==> config.mk <==
export PLATFORM = sky130hd
export DESIGN_NAME = separable_input_first_allocator
export DESIGN_NICKNAME = d
export VERILOG_FILES = /design/src/rtl/separable_input_first_allocator_pkg.sv /design/src/rtl/separable_input_first_allocator_arbiter.sv /design/src/rtl/separable_input_first_allocator.sv
export SDC_FILE = /design/constraint.sdc
export NUM_CORES = 1
export LEC_CHECK = 0
export ABC_AREA = 1
export CORE_UTILIZATION = 30
export CTS_CLUSTER_SIZE = 10
export DETAILED_ROUTE_END_ITERATION = 16
export HOLD_SLACK_MARGIN = 0.15
export PLACE_DENSITY = 0.55
export REMOVE_ABC_BUFFERS = 1
export SLEW_MARGIN = 20
export SYNTH_ARGS = -nofsm -noshare
export SYNTH_HDL_FRONTEND = slang
export SYNTH_SLANG_ARGS = --single-unit
export TNS_END_PERCENT = 1
==> constraint.sdc <==
create_clock -name clk -period 5.6 [get_ports clk]
set_input_delay 1.68 -clock clk [delete_from_list [all_inputs] [get_ports clk]]
set_output_delay 1.68 -clock clk [all_outputs]
set_load 0.05 [all_outputs]
==> src/rtl/separable_input_first_allocator_pkg.sv <==
// ---------------------------------------------------------------------------
// noc_params
//   Shared router parameters. PORT_NUM is a package constant rather than a
//   module parameter, so the port enum width and the port list stay consistent
//   across every block that imports it.
// ---------------------------------------------------------------------------
package noc_params;

   localparam int PORT_NUM = 5;
   localparam int PORT_W   = $clog2(PORT_NUM);

   typedef enum logic [PORT_W-1:0] {
      LOCAL = 0,
      NORTH = 1,
      SOUTH = 2,
      EAST  = 3,
      WEST  = 4
   } port_t;

endpackage

==> src/rtl/separable_input_first_allocator_arbiter.sv <==
// ---------------------------------------------------------------------------
// round_robin_arbiter
//   Purely combinational round-robin arbiter. The search starts at ptr, which
//   has the highest priority, and wraps from N-1 back to 0. The caller owns the
//   pointer register, so this block only picks a winner.
//   Ports:
//     request   [N]  request vector
//     ptr       [PW] index of the highest-priority requester (must be < N)
//     grant     [N]  one-hot winner (all zero when there is no request)
//     grant_idx [PW] binary index of the winner (0 when there is no request)
// ---------------------------------------------------------------------------
module round_robin_arbiter #(
   parameter  int N  = 2,
   localparam int PW = (N > 1) ? $clog2(N) : 1
) (
   input  logic [N-1:0]  request,
   input  logic [PW-1:0] ptr,
   output logic [N-1:0]  grant,
   output logic [PW-1:0] grant_idx
);

   logic          found;
   logic [PW:0]   sum;
   logic [PW-1:0] j;

   // The walk order is ptr, ptr+1, ... mod N. The extra sum bit keeps ptr+i
   // from overflowing before the wrap is applied.
   always_comb begin
      grant     = '0;
      grant_idx = '0;
      found     = 1'b0;
      sum       = '0;
      j         = '0;
      for (int i = 0; i < N; i++) begin
         sum = {1'b0, ptr} + (PW+1)'(i);
         if (sum >= (PW+1)'(N))
            sum = sum - (PW+1)'(N);
         j = sum[PW-1:0];
         if (!found && request[j]) begin
            found     = 1'b1;
            grant[j]  = 1'b1;
            grant_idx = j;
         end
      end
   end

endmodule

==> src/rtl/separable_input_first_allocator.sv <==
// ---------------------------------------------------------------------------
// separable_input_first_allocator
//   Switch allocator for a 5-port VC router. Stage 1 picks one VC per input.
//   Stage 2 picks one input per output among the stage-1 winners. The grant is
//   combinational from the requests and the registered round-robin pointers,
//   so it has zero latency.
//   Ports:
//     clk             clock; the pointers update on the rising edge
//     RSTn            async active-low reset; clears the pointers and forces
//                     the grant to zero while it is low
//     vc_request      [PORT_NUM][VC_NUM] request bits
//     vc_target_port  [PORT_NUM] x [VC_NUM] requested output port per VC
//     vc_grant_final  [PORT_NUM][VC_NUM] grant, at most one bit per input and
//                     at most one grant per output
//   Build option: SIFA_ASSERT_EN compiles in simulation-only assertions that
//   check the grant invariants and the pointer ranges.
// ---------------------------------------------------------------------------
module separable_input_first_allocator
   import noc_params::*;
#(
   parameter int VC_NUM = 2
) (
   input  logic                              clk,
   input  logic                              RSTn,
   input  logic [PORT_NUM-1:0][VC_NUM-1:0]   vc_request,
   input  port_t [VC_NUM-1:0]                vc_target_port [PORT_NUM],
   output logic [PORT_NUM-1:0][VC_NUM-1:0]   vc_grant_final
);

   localparam int VW = (VC_NUM > 1) ? $clog2(VC_NUM) : 1;

   // pointer state
   logic [PORT_NUM-1:0][VW-1:0]       in_ptr;
   logic [PORT_NUM-1:0][PORT_W-1:0]   out_ptr;

   // stage 1
   logic [PORT_NUM-1:0][VC_NUM-1:0]   s1_grant;
   logic [PORT_NUM-1:0][VW-1:0]       s1_idx;
   logic [PORT_NUM-1:0]               s1_vld;
   logic [PORT_NUM-1:0][PORT_W-1:0]   s1_target;

   // stage 2, indexed [output][input]
   logic [PORT_NUM-1:0][PORT_NUM-1:0] s2_req;
   logic [PORT_NUM-1:0][PORT_NUM-1:0] s2_grant;
   logic [PORT_NUM-1:0][PORT_W-1:0]   s2_idx;

   // next pointer values, used only when a grant is issued
   logic [PORT_NUM-1:0][VW-1:0]       in_ptr_nxt;
   logic [PORT_NUM-1:0][PORT_W-1:0]   out_ptr_nxt;

   // ---- stage 1: one VC per input -----------------------------------------
   for (genvar p = 0; p < PORT_NUM; p++) begin : g_s1
      round_robin_arbiter #(.N(VC_NUM)) u_vc_arb (
         .request   (vc_request[p]),
         .ptr       (in_ptr[p]),
         .grant     (s1_grant[p]),
         .grant_idx (s1_idx[p])
      );

      assign s1_vld[p]    = |s1_grant[p];
      assign s1_target[p] = vc_target_port[p][s1_idx[p]];

      assign in_ptr_nxt[p] = (s1_idx[p] == VW'(VC_NUM-1)) ? '0 : s1_idx[p] + 1'b1;
   end

   // ---- stage 2: one input per output -------------------------------------
   for (genvar o = 0; o < PORT_NUM; o++) begin : g_s2
      for (genvar i = 0; i < PORT_NUM; i++) begin : g_req
         assign s2_req[o][i] = s1_vld[i] && (s1_target[i] == PORT_W'(o));
      end

      round_robin_arbiter #(.N(PORT_NUM)) u_port_arb (
         .request   (s2_req[o]),
         .ptr       (out_ptr[o]),
         .grant     (s2_grant[o]),
         .grant_idx (s2_idx[o])
      );

      assign out_ptr_nxt[o] = (s2_idx[o] == PORT_W'(PORT_NUM-1)) ? '0 : s2_idx[o] + 1'b1;
   end

   // ---- final grant --------------------------------------------------------
   // An input is granted only if its stage-1 winner also won stage 2 at the
   // output it targets. RSTn gates the grant directly, so the grant drops
   // during reset without waiting for a clock edge.
   for (genvar p = 0; p < PORT_NUM; p++) begin : g_fin
      assign vc_grant_final[p] = (RSTn && s2_grant[s1_target[p]][p]) ? s1_grant[p] : '0;
   end

   // ---- pointer update ----------------------------------------------------
   // in_ptr moves only on a final grant. A stage-1 winner that loses stage 2
   // keeps its priority for the next cycle. Any stage-2 grant is also a final
   // grant, so out_ptr follows s2_grant directly.
   always_ff @(posedge clk or negedge RSTn) begin
      if (!RSTn) begin
         in_ptr  <= '0;
         out_ptr <= '0;
      end else begin
         for (int p = 0; p < PORT_NUM; p++)
            if (|vc_grant_final[p])
               in_ptr[p] <= in_ptr_nxt[p];
         for (int o = 0; o < PORT_NUM; o++)
            if (|s2_grant[o])
               out_ptr[o] <= out_ptr_nxt[o];
      end
   end

`ifdef SIFA_ASSERT_EN
   // Final grants regrouped per output, used only by the checks below.
   logic [PORT_NUM-1:0][PORT_NUM-1:0] fin_by_out;
   always_comb begin
      fin_by_out = '0;
      for (int p = 0; p < PORT_NUM; p++)
         if (|vc_grant_final[p])
            fin_by_out[s1_target[p]][p] = 1'b1;
   end

   a_subset: assert property (@(posedge clk) disable iff (!RSTn)
      (vc_grant_final & ~vc_request) == '0)
      else $error("grant outside request");

   for (genvar p = 0; p < PORT_NUM; p++) begin : g_a_in
      a_in_onehot: assert property (@(posedge clk) disable iff (!RSTn)
         $onehot0(vc_grant_final[p]))
         else $error("input %0d has more than one grant", p);
      a_in_ptr: assert property (@(posedge clk) disable iff (!RSTn)
         int'(in_ptr[p]) < VC_NUM)
         else $error("in_ptr[%0d] out of range", p);
   end

   for (genvar o = 0; o < PORT_NUM; o++) begin : g_a_out
      a_out_onehot: assert property (@(posedge clk) disable iff (!RSTn)
         $onehot0(fin_by_out[o]))
         else $error("output %0d serves more than one grant", o);
      a_out_ptr: assert property (@(posedge clk) disable iff (!RSTn)
         int'(out_ptr[o]) < PORT_NUM)
         else $error("out_ptr[%0d] out of range", o);
   end
`endif

endmodule

* Yosys cells after proc, flatten, opt, wreduce, memory -nomap -nowiden *
Cells that the tools add are included.

word-level totals
  register bits = 20
  bits in latches = 0
  RAM bits = 0
  memory bits (read-only) = 0
  output and inout port bits = 10
  word-level logic and storage cells = 685
  memories kept = 0

cells by class
  add/sub/neg operators = 70
  multiply operators = 0
  divide/modulo/power cells = 0
  order comparisons = 115
  eq/ne operators = 25
  shifts and indexed selects = 0
  muxes and demuxes = 305
  bitwise operators = 25
  reduce and logical (&&, ||, !) cells = 135

operators with widths
  operator                                                                      count
  3-bit 2-to-1 mux                                                              66
  1-bit 2-to-1 mux                                                              131
  5-bit 2-to-1 mux                                                              26
  3-bit by 4-bit less-than comparator with 1-bit output, second input constant  30
  5-bit OR                                                                      20
  1-bit logical AND                                                             90
  4-bit by 3-bit >= comparator with 1-bit output, second input constant         20
  1-bit binary-select mux with 3-bit select                                     25
  5-bit binary-select mux with 3-bit select                                     5
  1-bit demux with 3-bit select                                                 25
  3-bit by 1-bit >= comparator with 1-bit output, second input constant         25
  3-bit subtractor, second input constant                                       25
  3-bit by 2-bit adder with 4-bit output, second input constant                 10
  2-bit 2-to-1 mux                                                              16
  3-bit by 2-bit equality test with 1-bit output, second input constant         10
  3-bit equality test, second input constant                                    10
  1-bit by 2-bit less-than comparator with 1-bit output, second input constant  15
  1-bit zero test                                                               25
  5-bit OR reduction                                                            5
  3-bit by 1-bit adder with 4-bit output, second input constant                 5
  3-bit by 3-bit adder with 4-bit output, second input constant                 5
  2-bit OR reduction                                                            10
  3-bit by 1-bit adder with 3-bit output, second input constant                 5
  3-bit by 1-bit equality test with 1-bit output, second input constant         5
  other kinds (11)                                                              66

* Longest topological paths before layout *
Gate-level depths: netlist of run 1.

  depth in word-level cells = 32
  mapped depth = 28

* Modules after synthesis *
A second synthesis of run 1 with hierarchy kept.

unflattened totals
  cells, all modules = 1,567
  area, all modules = 8,743.4 µm²

by module, submodules not included
  module                                        instances  cells each  area each (µm²)
  round_robin_arbiter (g_s2[0].u_port_arb ...)  4          228         1,252.5
  separable_input_first_allocator               1          396         2,313.5
  round_robin_arbiter (g_s2[4].u_port_arb)      1          234         1,276.2
  round_robin_arbiter (g_s1[0].u_vc_arb ...)    5          5           28.8

* Worst setup path before layout of run 1 *
OpenSTA, ideal clock, no wires.

  path kind = input port to output port
  start point = input port vc_request[5] in the netlist's numbering
  end point = output port vc_grant_final[9] in the netlist's numbering
  arrival = 4.083 ns
  required time = 3.920 ns
  setup slack = -0.163 ns
  stages on the path = 20
  buffers on the path = 1
  cells stage by stage = buf_4 -> nor2_1 -> inv_1 -> nand3_1 -> nor2_1 -> nor2_1 -> nor2_1 -> nand2_2 -> nand3_2 -> nor2_1 -> nand2_1 -> inv_2 -> nand2_1 -> nand3_1 -> nand2_1 -> nand2_1 -> nand2_1 -> nand2_1 -> nand2_1 -> nor2_1

RTL lines
  what             RTL line                               source
  start, declared  separable_input_first_allocator.sv:25  input logic [PORT_NUM-1:0][VC_NUM-1:0] vc_request,
  end, declared    separable_input_first_allocator.sv:27  output logic [PORT_NUM-1:0][VC_NUM-1:0] vc_grant_final

==> metrics.yaml, run 1 <==
status:
  status: "finished, violations left"
  violations: "setup timing"
setup_path:
  worstPathArrival_ns: 4.17
  cp_data_required_time_ns: 3.92
  path_class: "in2out"
  cp-end-kind: "output pin"
  crit_path_max_fanout: 7
  cp-start-kind: "input port"
timing:
  hold_viol_final: 0
  fin_worst_skew_ns: 0.00279
  rsz0062_at_grt: "true"
  setup_viol: 10
  tightest_slew_ns: 0.703
  post-route-period-util_pct: 105
  period_needed_ns: 5.85
  worst_slack_ns: -0.254
  report.final.slew_viol_count: 0
  clock.fmax_ghz: 0.171
  slew_headroom_pct: 53.1
  tns_ns: -2.20
cts:
  root_buffer: "clkbuf_16"
  clk_path_buf_depth: 2
  htree_levels: 1
  clk_latency_ns: 0.28
  cts-buffers-inserted: 3
  clkSlewWorstSetupHoldPaths_ns: 0.07
  clock_sinks: 20
  cts_tree: "done"
synthesis:
  synthFlopType: "dfrtp_1"
  synth_edf_count: 0
  yosys_warnings: 0
  synth_seq_cells: 20
  synth_top_area_cell: "nand2_1"
  async_flop_share_pct: 100
  synthDistinctLibCells: 46
  netlist_top_cells_area: "nand2_1, nand3_1, inv_1, nor2_1, ha_1"
  synth.most_common_cell: "nand2_1"
  synth_area_um2: 7580
  netlist_instances: 1415
  postSynthAreaPerCell_um2: 5.36
  synthTopCellsByCount: "nand2_1, inv_1, nand3_1"
  yosysTopAreaCellShare_pct: 21.6
  yosysSeqAreaShare_pct: 6.60
route:
  vias: 10081
  dr_wl_met2_mm: 14.7
  met3WireLength_mm: 1.17
  routedWlPerCell_um: 14.7
  drcViolationCount: 0
  top_layer: "met4"
  via_per_inst: 5.07
  drt-initial-drc-count: 775
  wl_met1_mm: 12.7
  drt_first_pass_iters: 6
  ant_nets: 0
  wl_mm: 29.1
global_route:
  grt_pass1_wl_mm: 46.9
  grt_pass1_vias: 9635
  antenna_found_initial: 0
  grt_max_degree: 23
  gr-total-overflow: 0
  grt_usage_pct: 22.1
placement:
  gp_congestion: 0.970
  port-buffer-count: 51
  place_inst: 1934
  hpwlAfterDp_mm: 23.1
  pre_cts_ws_ns: -0.972
worst_hold_path:
  min_path_type: "reg2reg"
layout:
  multi_input_area_um2: 7380
  seq_area_um2: 500
  final_nets: 1762
  n_fill_cell: 2561
  diodes: 0
  instances_no_fill: 1987
  drive_above_1_share_pct: 35.6
  areaGrowthSynthToFinish_pct: 50.6
floorplanning:
  ios: 52
  fp.dieW_um: 161
  die_h_um: 161
  die-area_um2: 25900
  core_area_um2: 24500
  initial_utilization_pct: 30.9
  rows: 57
run:
  maxCapViolCount: 0
## critical path: stages
cell	delay, ns
dlygate4sd2_1	0.26
nand3_4	0.09
nand3_4	0.09
buf_6	0.13
nor2_4	0.24
nand2_1	0.11
nand2_2	0.11
nand3_4	0.14
nand2_4	0.10
nor2_4	0.04
nand2_2	0.11
nor2_4	0.05
buf_4	0.14
nand2_1	0.08
nand4_1	0.13
o21ai_1	0.11
inv_1	0.08
nand2_1	0.09
nand2_2	0.08
nand2_2	0.11
nor2_4	0.05
buf_12	0.14
## cell families (layout without fill, tap and decap cells)
logic type	Yosys count	count (layout)	synth area share (%)
buffers and inverters	223	471	11.7
adders and majority gates	56	56	9.74
AOI/OAI and AO/OA	144	144	11.1
and+or+nand+nor	953	953	58.3
DFF	20	20	6.60
xor gates and xnor gates	19	19	2.49
## cells in the final DEF (no fill, tap or decap), types with 7 or more instances in the layout
cell               n
inv_2             40
nand3_2           74
buf_4            185
nor2_2            40
o21ai_1           30
o21ai_0           37
inv_1            165
a21oi_2            9
o22ai_1            8
a21oi_1           24
nor2_1           135
nand3_1          117
buf_12            14
ha_1              51
nand4_1           40
o21ai_2           12
buf_6             23
clkdlybuf4s15_1   10
o211ai_1           9
nand2_1          368
nand2_4           28
xor2_1            11
nor3_1             7
nor2_4            35
dlygate4sd2_1     13
dfrtp_1           20
nand3_4           21
nand2_2           63
## metrics by stage
stage	utilization, %	hold slack [ns]	cell area [µm²]
2_1_floorplan	-	0.463	7480
6_report	46.5	0.584	11400
3_5_place_dp	39.5	0.493	9690
4_1_cts	44.7	0.542	11000
3_3_place_gp	39.5	0.497	9690
5_1_grt	46.5	0.609	11400
## area by class of cell
class | count | area share [%]
Timing Repair Buffer | 257 | 19.6
Inverter | 210 | 7.02
Clock buffer | 4 | 0.778
Tap cell | 324 | 3.55
Multi-Input combinational cell | 1172 | 64.6
Sequential cell | 20 | 4.38
## per-layer routing
metal / vias up / GRT usage, %
li1: 5066 / -
met1: 4709 / 28.1
met2: 259 / 40.1
met3: 47 / 1.45
met4: 0 / 5.87
met5: - / 0
## registers in the layout, indices dropped and copies added, names as in the netlist
name,flops
out_ptr,15
in_ptr,5
## worst paths after layout
kind / start / end / slack [ns] / cells past startpoint
setup / recovery: vc_target_port[2] / vc_grant_final[7] / -0.25 / 22
hold / removal: in_ptr[4] / in_ptr[4] / 0.58 / 2
setup reg to reg: out_ptr[9] / out_ptr[11] / 1.75 / 22
hold reg to reg: in_ptr[4] / in_ptr[4] / 0.58 / 2
max in group asynchronous: RSTn / out_ptr[13] / 3.54 / 2
min in group asynchronous: RSTn / in_ptr[4] / 1.45 / 1
## what timing repair did
item | 4_1_cts | 5_1_grt
hold buffers | 0 | 0
gates resized for setup | 359 | 100
pin swaps | 134 | 92
buffers inserted | 45 | 9
setup endpoints to repair | 10 | 10
Power of run 1 is not shown: default switching activity piles up to over one toggle a cycle in this logic, so the estimate is an artifact.
==> inputs of run 2 (changes only) <==
==> constraint.sdc (replaced) <==
create_clock -name clk -period 6.4 [get_ports clk]
set_input_delay 1.92 -clock clk [delete_from_list [all_inputs] [get_ports clk]]
set_output_delay 1.92 -clock clk [all_outputs]
set_load 0.05 [all_outputs]
==> run 2 against run 1 <==
  * Sequential share of layout area is 0.15 points lower
  * Count of clock-buffer cells in the layout stayed put
  * Worst setup slack better by 0.29 ns
  * Critical path depth is 2 higher
  * Via count is 0.98% higher
  * Non-clock buffer count is 29 higher
  * Final cell count is 1.5% higher
  * Global-route usage is 0.33 points lower
  * Cell area is 3.5% higher
  * First-iteration DRC count is 4.8% lower
  * Core utilization is 1.6 points higher
  * Worst hold slack worse by 0.042 ns
  * The flow now finishes without violations
==> metrics.yaml, run 2 (synthesized netlist as in run 1, its figures left out) <==
status:
  status: "completed"
route:
  wl_mm: 29.9
  drt_first_pass_iters: 5
  via_per_inst: 5.05
  vias: 10180
  ant_nets: 0
  routedWlPerCell_um: 14.8
  drt-initial-drc-count: 738
  drcViolationCount: 0
setup_path:
  cp-end-kind: "output pin"
  cpPeakStageDelay_ns: 0.19
  slowest_stage: "nor3_4"
  critical_path_buf_inv_count: 8
  path_common_cell: "buf_6"
  crit_path_max_fanout: 5
  cp_data_required_time_ns: 4.48
  critPathTopFamily: "simple AND/OR/NAND/NOR gates"
  cp-start-kind: "input port"
  worstPathArrival_ns: 4.44
  crit_chain: "buf_6, nand2_2, nand3_4, nand2_4, buf_6, nor3_4, buf_6, nand2_1, o211ai_1, nand2_2, nor2_4, buf_6, nor2_4, buf_6, nand4_1, buf_4, nand4_1, nand2_1, nand2_1, nand2_1, nand2_2, nand3_2, inv_2, buf_12"
  path_class: "in2out"
placement:
  gp_congestion: 0.937
  hpwlAfterDp_mm: 22.5
  port-buffer-count: 51
layout:
  areaGrowthSynthToFinish_pct: 55.8
  mostFrequentLayoutCells: "nand2_1, buf_4, inv_1"
  multi_input_area_um2: 7530
  drive_above_1_share_pct: 38.4
  final_nets: 1792
  diodes: 0
  largest_register_ffs: 15
  n_fill_cell: 2506
  reg_top3: "out_ptr x15, in_ptr x5"
  seq_area_um2: 500
  layout_commonest_cell: "nand2_1"
  top_register: "out_ptr"
timing:
  rsz0062_at_grt: "true"
  hold_viol_final: 0
  setup_viol: 0
  fin_worst_skew_ns: 0.0100
  report.final.slew_viol_count: 0
  period_needed_ns: 6.36
  post-route-period-util_pct: 99.4
  clock.fmax_ghz: 0.157
  tns_ns: 0
  slew_headroom_pct: 44.9
  tightest_slew_ns: 0.817
cts:
  clk_path_buf_depth: 2
  clkSlewWorstSetupHoldPaths_ns: 0.08
  cts_tree: "done"
  root_buffer: "clkbuf_16"
  clock_sinks: 20
  clk_latency_ns: 0.28
  cts-buffers-inserted: 3
  cts-hold-fix-buffers: 0
  htree_levels: 1
floorplanning:
  die-area_um2: 25900
  fp.dieW_um: 161
  rows: 57
  die_h_um: 161
  core_area_um2: 24500
  ios: 52
  initial_utilization_pct: 30.9
global_route:
  grt_pass1_wl_mm: 45.9
  antenna_found_initial: 0
  grt_usage_pct: 21.8
  gr-total-overflow: 0
  grt_max_degree: 25
  grt_pass1_vias: 9558
run:
  maxCapViolCount: 0
worst_hold_path:
  min_path_type: "reg2reg"
run 2: timing repair:
item                       in CTS  in global routing
setup endpoints to repair      10                 16
cloned                          1                  0
buffers inserted               75                 29
resized for setup             268                274
pin swaps                     124                143
run 2: path summary, 6_finish.rpt:
| check | startpoint | to | slack, ns | cells past startpoint |
|---|---|---|---|---|
| min | in_ptr[4] | in_ptr[4] | 0.54 | 2 |
| max in group asynchronous | RSTn | out_ptr[12] | 4.04 | 2 |
| min in group asynchronous | RSTn | in_ptr[4] | 1.73 | 1 |
| max | vc_request[7] | vc_grant_final[6] | 0.04 | 24 |
| max reg2reg | out_ptr[9] | out_ptr[11] | 0.33 | 43 |
| min reg2reg | in_ptr[4] | in_ptr[4] | 0.54 | 2 |
run 2: per-stage QoR:
step                util (%)  setup slack [ns]  cells  cell area [µm²]  hold WS, ns
finish                  48.1            0.0377   2017            11800        0.543
global route            48.1            -0.102   2017            11800        0.582
global placement        38.9            -0.622   1914             9540        0.499
detailed placement      38.9            -0.595   1914             9540        0.500
floorplan                  -             0.269   1402             7480        0.463
CTS                     44.1          -0.00538   1991            10800        0.522
run 2: cell type report:
cell class	count	share of cell area (%)
Timing Repair Buffer	286	21.2
Multi-Input combinational cell	1173	63.7
Tap cell	324	3.43
Sequential cell	20	4.24
Clock buffer	4	0.752
Inverter	210	6.69
run 2: worst min-delay path, stage by stage (launching register included):
cell	delay (ns)
dfrtp_1	0.39
nand2_1	0.07
nand2_1	0.05
run 2: per-layer routing:
layer | share of wire [%] | wire, µm | vias to the layer above | global-route usage [%]
li1 | - | - | 5130 | -
met1 | 43 | 12800 | 4690 | 27.1
met2 | 49 | 14700 | 285 | 39.0
met3 | 4.0 | 1190 | 75 | 1.78
met4 | 3.8 | 1140 | 0 | 7.80
met5 | 0 | 0 | - | 0
Power of run 2 is left out for the same reason.
